[src/rtl/spi_pkg.sv]
// Shared SPI master definitions: FSM states and mode-0 framing constants.
package spi_pkg;

    localparam int SPI_CPOL         = 0;
    localparam int SPI_CPHA         = 0;
    localparam int SPI_BYTE_W       = 8;
    // 8 high phases interleaved with 7 inter-bit low phases
    localparam int SPI_SHIFT_HALVES = 2 * SPI_BYTE_W - 1;

    typedef enum logic [2:0] {
        IDLE,
        SETUP,
        SHIFT,
        HOLD,
        INACTIVE
    } spi_state_t;

endpackage

[src/rtl/spi_half_bit_timer.sv]
// Half-period divider: counts 0..H-1 while enabled and strobes on the last cycle.
module spi_half_bit_timer #(
    parameter int  H  = 4,
    localparam int CW = (H > 1) ? $clog2(H) : 1
) (
    input  logic          i_clk,
    input  logic          i_rst_n,
    input  logic          i_enable,
    input  logic          i_clear,
    output logic          o_phase_end,
    output logic [CW-1:0] o_half_cnt
);

    logic [CW-1:0] r_cnt;
    logic          w_last;

    assign w_last      = (r_cnt == CW'(H - 1));
    assign o_phase_end = i_enable && w_last;
    assign o_half_cnt  = r_cnt;

    always_ff @(posedge i_clk or negedge i_rst_n) begin
        if (!i_rst_n) begin
            r_cnt <= '0;
        end else if (i_clear) begin
            r_cnt <= '0;
        end else if (i_enable) begin
            r_cnt <= w_last ? '0 : r_cnt + 1'b1;
        end
    end

endmodule

[src/rtl/spi_master_tx.sv]
// Mode-0, MSB-first single-byte SPI master with valid/ready request and rx strobe.
module spi_master_tx
    import spi_pkg::*;
#(
    parameter int CLKS_PER_HALF_BIT = 4,
    parameter int CS_INACTIVE_CLKS  = 2
) (
    input  logic                  i_clk,
    input  logic                  i_rst_n,
    input  logic                  i_tx_dv,
    input  logic [SPI_BYTE_W-1:0] i_tx_byte,
    output logic                  o_tx_ready,
    output logic                  o_rx_dv,
    output logic [SPI_BYTE_W-1:0] o_rx_byte,
    output logic                  o_sclk,
    output logic                  o_cs_n,
    output logic                  o_mosi,
    input  logic                  i_miso
);

    localparam int CW = $clog2(CLKS_PER_HALF_BIT);
    localparam int IW = $clog2(CS_INACTIVE_CLKS + 1);

    generate
        if (CLKS_PER_HALF_BIT < 2) begin : g_bad_half_bit
            $error("spi_master_tx: CLKS_PER_HALF_BIT must be >= 2");
        end
        if (CS_INACTIVE_CLKS < 1) begin : g_bad_inactive
            $error("spi_master_tx: CS_INACTIVE_CLKS must be >= 1");
        end
    endgenerate

    spi_state_t            r_state, w_state_nxt;
    logic [3:0]            r_half, w_half_nxt;
    logic [IW-1:0]         r_inact;
    logic [SPI_BYTE_W-1:0] r_tx_sr, r_rx_sr, r_rx_byte;
    logic                  r_tx_ready, r_rx_dv, r_sclk, r_cs_n, r_mosi;
    logic                  w_accept, w_in_frame, w_nxt_in_frame;
    logic                  w_phase_end, w_fall, w_sample;
    logic [CW-1:0]         w_div_cnt;

    assign w_accept       = i_tx_dv && r_tx_ready;
    assign w_in_frame     = (r_state == SETUP) || (r_state == SHIFT) || (r_state == HOLD);
    assign w_nxt_in_frame = (w_state_nxt == SETUP) || (w_state_nxt == SHIFT) ||
                            (w_state_nxt == HOLD);
    // Even half-periods are SCLK-high; their end is the falling edge
    assign w_fall         = (r_state == SHIFT) && w_phase_end && !r_half[0];
    assign w_sample       = (r_state == SHIFT) && !r_half[0] &&
                            (w_div_cnt == CW'(CLKS_PER_HALF_BIT - 1));

    spi_half_bit_timer #(
        .H (CLKS_PER_HALF_BIT)
    ) u_timer (
        .i_clk       (i_clk),
        .i_rst_n     (i_rst_n),
        .i_enable    (w_in_frame),
        .i_clear     (!w_in_frame),
        .o_phase_end (w_phase_end),
        .o_half_cnt  (w_div_cnt)
    );

    always_ff @(posedge i_clk or negedge i_rst_n) begin
        if (!i_rst_n) begin
            r_state <= IDLE;
            r_half  <= '0;
        end else begin
            r_state <= w_state_nxt;
            r_half  <= w_half_nxt;
        end
    end

    always_comb begin
        w_state_nxt = r_state;
        w_half_nxt  = r_half;
        unique case (r_state)
            IDLE: begin
                if (w_accept) w_state_nxt = SETUP;
            end
            SETUP: begin
                if (w_phase_end) begin
                    w_state_nxt = SHIFT;
                    w_half_nxt  = '0;
                end
            end
            SHIFT: begin
                if (w_phase_end) begin
                    if (r_half == 4'(SPI_SHIFT_HALVES - 1)) w_state_nxt = HOLD;
                    else                                    w_half_nxt  = r_half + 1'b1;
                end
            end
            HOLD: begin
                if (w_phase_end) w_state_nxt = INACTIVE;
            end
            INACTIVE: begin
                if (r_inact == IW'(CS_INACTIVE_CLKS - 1)) w_state_nxt = IDLE;
            end
            default: w_state_nxt = IDLE;
        endcase
    end

    // Pin-facing outputs are registered from the next state so SCLK/CS never glitch
    always_ff @(posedge i_clk or negedge i_rst_n) begin
        if (!i_rst_n) begin
            r_inact    <= '0;
            r_tx_ready <= 1'b1;
            r_rx_dv    <= 1'b0;
            r_rx_byte  <= '0;
            r_sclk     <= 1'b0;
            r_cs_n     <= 1'b1;
            r_mosi     <= 1'b0;
        end else begin
            r_inact    <= (r_state == INACTIVE) ? r_inact + 1'b1 : '0;
            r_tx_ready <= (w_state_nxt == IDLE);
            r_cs_n     <= !w_nxt_in_frame;
            r_sclk     <= (w_state_nxt == SHIFT) && !w_half_nxt[0];
            r_rx_dv    <= (r_state == HOLD) && (w_state_nxt == INACTIVE);
            if ((r_state == HOLD) && (w_state_nxt == INACTIVE)) r_rx_byte <= r_rx_sr;
            if (w_accept)    r_mosi <= i_tx_byte[SPI_BYTE_W-1];
            else if (w_fall) r_mosi <= r_tx_sr[SPI_BYTE_W-1];
        end
    end

    // Shift registers carry data only; a zero fills in so MOSI ends low
    always_ff @(posedge i_clk) begin
        if (w_accept)    r_tx_sr <= {i_tx_byte[SPI_BYTE_W-2:0], 1'b0};
        else if (w_fall) r_tx_sr <= {r_tx_sr[SPI_BYTE_W-2:0], 1'b0};
        if (w_sample)    r_rx_sr <= {r_rx_sr[SPI_BYTE_W-2:0], i_miso};
    end

    assign o_tx_ready = r_tx_ready;
    assign o_rx_dv    = r_rx_dv;
    assign o_rx_byte  = r_rx_byte;
    assign o_sclk     = r_sclk;
    assign o_cs_n     = r_cs_n;
    assign o_mosi     = r_mosi;

endmodule

[config.mk]
export PLATFORM = sky130hd
export DESIGN_NAME = spi_master_tx
export DESIGN_NICKNAME = d
export VERILOG_FILES = /design/src/rtl/spi_pkg.sv /design/src/rtl/spi_half_bit_timer.sv /design/src/rtl/spi_master_tx.sv
export SDC_FILE = /design/constraint.sdc
export NUM_CORES = 1
export LEC_CHECK = 0
export ABC_AREA = 1
export ABC_CLOCK_PERIOD_IN_PS = 2400
export CAP_MARGIN = 40
export CORE_MARGIN = 2
export CORE_UTILIZATION = 53
export CTS_CLUSTER_SIZE = 24
export DETAILED_ROUTE_END_ITERATION = 7
export PLACE_DENSITY = 0.78
export SLEW_MARGIN = 20
export SYNTH_ARGS = -nofsm -noshare
export SYNTH_HDL_FRONTEND = slang
export SYNTH_SLANG_ARGS = --single-unit
[constraint.sdc]
create_clock -name i_clk -period 2.4 [get_ports i_clk]
set_input_delay 0.24 -clock i_clk [delete_from_list [all_inputs] [get_ports i_clk]]
set_output_delay 0.24 -clock i_clk [all_outputs]
set_load 0.02 [all_outputs]
# --- Word level (Yosys, flattened, before mapping) ---
# Cells that the tools add are included.
classes:
  n_eq_ne: 14
  order_cmp: 0
  n_reduce_logical: 20
  mux: 18
  add_sub_neg: 3
  shifts: 0
  bitwise_logic: 0
  div: 0
  mul: 0
ops:
  columns: ["cell", "count"]
  rows:
  - ["$mux 3", 6]
  - ["$mux 8", 2]
  - ["$pmux 3 s5", 1]
  - ["$eq 3x2->1 const B", 4]
  - ["$mux 4", 3]
  - ["$logic_and 1x1->1", 8]
  - ["$pmux 4 s2", 1]
  - ["$eq 3x1->1 const B", 2]
  - ["$eq 3x3->1 const B", 2]
  - ["$logic_not 3->1", 2]
  - ["$mux 2", 3]
  - ["$ne 2x2->1 const B", 3]
  - ["$add 2x1->2 const B", 2]
  - ["$add 4x1->4 const B", 1]
  - ["$eq 4x4->1 const B", 1]
  - ["$logic_or 1x1->1", 4]
  - ["$reduce_and 4->1", 1]
  - ["$reduce_bool 2->1", 2]
  - ["$logic_not 1->1", 3]
  - ["$eq 2x1->1 const B", 1]
  - ["$eq 2x2->1 const B", 1]
  - ["$mux 1", 2]
word_totals:
  wordCells: 68
  ff_bits: 39
  mem_bits_rw: 0
  latch_bits: 0
  mem_bits_ro: 0
  mem_count: 0
  in_bits: 12

# --- Longest topological paths before layout ---
logic_depth:
  ltp_word: 10
  mapped_depth: 9

# --- Cells and area by module ---
# From an unflattened synthesis, not the netlist that was laid out.
hier_totals:
  cells_unflattened: 173
  area_unflattened_um2: 1671.6
modules_own_cells:
  columns: ["mod", "cells_each", "area_per_inst_um2", "n_inst"]
  rows:
  - ["spi_master_tx", 159, 1562.7, 1]
  - ["spi_half_bit_timer", 14, 108.9, 1]

# --- Least setup slack after synthesis ---
# Ideal clock, no wire load.
synth_timing:
  path_type: "register to register"
  start: "register u_timer.r_cnt[0] (netlist: u_timer.o_half_cnt[0])"
  end: "register r_tx_sr[1] (enable)"
  n_path_buf: 1
  path_stages_with_launch: 7
  slack_ns: 0.739
  t_arrival_ns: 1.356
  cell_sequence: "dfrtp_1 ha_1 buf_4 inv_2 nor3_2 nor2_2 inv_2"
synth_via:
  elab_chain_len: 5
synth_lines:
  columns: ["item", "line_no", "text"]
  rows:
  - ["from (decl)", "spi_half_bit_timer.sv:14", "logic [CW-1:0] r_cnt;"]
  - ["from (signal assigned)", "spi_half_bit_timer.sv:27", "r_cnt <= w_last ? '0 : r_cnt + 1'b1;"]
  - ["$eq 2x2->1", "spi_half_bit_timer.sv:17", "assign w_last = (r_cnt == CW'(H - 1));"]
  - ["$logic_and 1x1->1", "spi_half_bit_timer.sv:18", "assign o_phase_end = i_enable && w_last;"]
  - ["$logic_and 1x1->1 (2 in series)", "spi_master_tx.sv:47", "assign w_fall = (r_state == SHIFT) && w_phase_end && !r_half[0];"]
  - ["$reduce_bool 2->1 (no line)", null, null]
  - ["to (signal assigned)", "spi_master_tx.sv:125", "if (w_accept) r_tx_sr <= {i_tx_byte[SPI_BYTE_W-2:0], 1'b0};"]
  - ["to (signal assigned)", "spi_master_tx.sv:126", "else if (w_fall) r_tx_sr <= {r_tx_sr[SPI_BYTE_W-2:0], 1'b0};"]
  - ["to (decl)", "spi_master_tx.sv:36", "logic [SPI_BYTE_W-1:0] r_tx_sr, r_rx_sr, r_rx_byte;"]
# Every way passes these cells.
# A chain may end at the register's enable or synchronous reset.

# --- Worst setup path after layout ---
layout_timing:
  start: "register u_timer.r_cnt[0] (netlist: u_timer.o_half_cnt[0])"
  end: "register r_tx_sr[2] (enable)"
# Same word-level chain as after synthesis.

==> metrics.txt <==
outcome complete, no violations; kind of critical path reg -> reg; endpoints failing setup 0; 1st-pass router iterations 4; Avg WL per Cell 12.2 um; initial antenna violation count 0; RSZ-0062 raised after global routing no; synthesized area per cell 10.1 um^2; cells resized by post-CTS repair 0; CP Launch Point u_timer.o_half_cnt[0]$_DFF_PN0_; Worst Path Arrival 1.78 ns; Placeable Area 3050 um^2; gr usage total 19.4%; Area Overhead vs Synth 21.1%; register area share after synthesis 61.8%; EDFF count, synth 15; Post-Syn Nets 185; Via density 5.00; Clock Latency Late Sink 0.34 ns; WL met2 1540 um; Worst path depth 6; die height 60.7 um; number of global-route vias before repair 1179; DRC Markers 0; data required time of the critical path 2.44 ns; Top Layer Used met4; Slowest-stage cell, CP dfrtp_1; pre-CTS WS 0.697 ns; FMAX 0.577 GHz; Synth Register Bits 39; synthesized area 1710 um^2; IO Port Bufs 24; number of post-CTS setup repair buffers 0; # IOs 25; GP Congestion 0.772; initial drt markers 50; post-DP HPWL 2220 um; worst path bufs/invs 3; slowest stage delay, CP 0.37 ns; Critical Path Sink r_tx_sr[2]$_DFFE_PP_; RR Startpoint u_timer.o_half_cnt[0]$_DFF_PN0_; NetSw 0.222 mW; maximum VDD drop 0.273 mV; RR Endpoint r_tx_sr[2]$_DFFE_PP_; Clock Path Buffers 2; first-pass GRT wire length 5120 um; fin. max-slew vios 0; Max-Cap Viols 0; PwrDens 503 nW/um^2; internal cell power 0.816 mW; ANT cells 0; Switching Fraction 21.4%; CTS root buf clkbuf_4; cells on worst reg2reg path 6; fraction of layout cells with a size suffix above 1 15.8%; Antenna Violating Nets Remaining 0; Starting Density 55.9%; Slew HR 78.6%; FF-to-FF setup slack 0.67 ns; Setup WS post-layout 0.668 ns; drt total wl 2990 um; Max H-tree Level 2; Reg power frac 66.3%; Final Hold Fails 0; part of the cycle the worst path needs 72.2%; Slew @ Worst Pin 0.321 ns; Worst Skew 0.0110 ns; hold_buf cts 0; Clock power frac 31.1%; Synth warnings 0; CP Cell Sequence ha_1, inv_2, nor3_2, buf_4, nor2_2, inv_2; setup_tns 0 ns; Clock transition at path regs 0.12 ns; Most used DFF post-synth dfrtp_1; CTS tree done; wl on met1 1290 um; post-synthesis cell count 169; TritonCTS buffer count 5; Leak 0.999 nW; Row Count 20; minimum clock period 1.73 ns; Async S/R FF share, synth 61.5%; metal3 WL 126 um; startpoint types flop; CP endpoint kind flop; clock sinks 39; Util after Layout 67.7%; Post-layout nets 217; most frequent CP cell inv_2; Logic pwr share 2.6%; Die Area 3690 um^2; Distinct cells, synth 27; Min-Delay Path Class in -> async; Crit Path Max Fanout 9; grt ovf 0; via count 1229; largest net degree at the start of global routing 25; crit-path leading delay family buffers and inverters; Die W 60.7 um
-- worst min-delay path by stage --
| stage | start | endpoint | slack, ns |
|---|---|---|---|
| detailed placement | u_timer.o_half_cnt[0]$_DFF_PN0_ | u_timer.o_half_cnt[0]$_DFF_PN0_ | 0.43 |
| floorplan | i_rst_n | o_mosi$_DFFE_PN0P_ | -0.06 |
| global placement | r_inact[0]$_DFF_PN0_ | r_inact[0]$_DFF_PN0_ | 0.42 |
| CTS | i_rst_n | o_rx_dv$_DFF_PN0_ | 0.23 |
| finish | i_rst_n | o_rx_byte[5]$_DFFE_PN0P_ | 0.23 |
| global route | i_rst_n | o_rx_byte[5]$_DFFE_PN0P_ | 0.24 |
-- cell type report --
type / count / area, um^2
Timing Repair Buffer: 26 / 255
Sequential cell: 39 / 1050
Fill cell: 266 / 987
Clock buffer: 5 / 37.5
Multi-Input combinational cell: 113 / 577
Clock inverter: 3 / 20.0
Tap cell: 44 / 55.1
Inverter: 16 / 67.6
-- layer usage --
| layer | vias to the layer above | global-route usage [%] |
|---|---|---|
| li1 | 604 | - |
| met1 | 597 | 24.1 |
| met2 | 24 | 31.6 |
| met3 | 4 | 7.25 |
| met4 | 0 | 6.52 |
| met5 | - | 0 |
-- cell families (layout without fill, tap and decap cells) --
| group | Yosys count | in the layout | share of synthesized area [%] |
|---|---|---|---|
| XOR/XNOR | 1 | 1 | 0.514 |
| buffers and inverters | 17 | 50 | 4.40 |
| AND/OR/NAND/NOR | 105 | 105 | 28.5 |
| adder cells (fa/ha/maj) | 4 | 4 | 2.93 |
| flip-flops | 39 | 39 | 61.8 |
| AO/OA/AOI/OAI | 3 | 3 | 1.83 |
-- cells in the mapped netlist, drive strengths merged (2+ instances only) --
master | n | area [um^2]
nand4 | 3 | 25.0
nor2 | 14 | 60.1
ha | 4 | 50.1
clkinv | 2 | 12.5
nor3 | 4 | 41.3
o21ai | 2 | 10.0
nand2 | 70 | 278
inv | 14 | 55.1
nand3 | 13 | 75.1
edfxtp | 15 | 450
dfstp | 2 | 52.6
dfrtp | 22 | 551
-- sequential cells by signal, indices dropped and copies added (netlist names) --
signal	flops
r_state	3
o_mosi	1
o_tx_ready	1
r_inact	2
r_tx_sr	7
u_timer.o_half_cnt	2
o_rx_byte	8
o_rx_dv	1
r_half	4
o_sclk	1
r_rx_sr	8
o_cs_n	1
-- power by group through the flow --
stage | clock network [mW] | logic (mW) | registers [mW]
4_1_cts | 0.335 | 0.0278 | 0.688
6_report | 0.323 | 0.0272 | 0.688
3_3_place_gp | 0 | 0.0269 | 0.702
3_5_place_dp | 0 | 0.0278 | 0.702
5_1_grt | 0.366 | 0.0297 | 0.688
2_1_floorplan | 0 | 0.000308 | 0.702
-- cells in the final DEF (no fill, tap or decap) --
cell | Yosys | layout
buf_4 | 1 | 2
clkbuf_4 | 0 | 5
clkdlybuf4s50_1 | 0 | 24
clkinv_1 | 1 | 1
clkinv_2 | 0 | 1
clkinv_4 | 1 | 1
clkinvlp_4 | 0 | 2
dfrtp_1 | 22 | 22
dfstp_2 | 2 | 2
edfxtp_1 | 15 | 15
ha_1 | 4 | 4
inv_1 | 9 | 9
inv_2 | 4 | 4
inv_4 | 1 | 1
nand2_1 | 66 | 66
nand2_2 | 3 | 3
nand2_4 | 1 | 1
nand3_1 | 11 | 11
nand3_2 | 2 | 2
nand4_1 | 2 | 2
nand4_2 | 1 | 1
nor2_1 | 11 | 11
nor2_2 | 3 | 3
nor3_1 | 1 | 1
nor3_2 | 2 | 2
nor3_4 | 1 | 1
nor3b_1 | 1 | 1
o21ai_0 | 1 | 1
o21ai_1 | 1 | 1
o31ai_4 | 1 | 1
xor2_1 | 1 | 1
-- per-stage QoR --
| step | power [mW] | instance area (um^2) | cells | hold slack [ns] |
|---|---|---|---|---|
| after floorplan | 0.702 | 1710 | 169 | -0.0556 |
| after global placement | 0.729 | 2010 | 238 | 0.419 |
| after detailed placement | 0.729 | 2010 | 238 | 0.430 |
| after CTS | 1.05 | 2070 | 246 | 0.229 |
| after global routing | 1.08 | 2070 | 246 | 0.245 |
| final | 1.04 | 2070 | 246 | 0.234 |
Note: power is estimated with default switching activity, not from simulation.
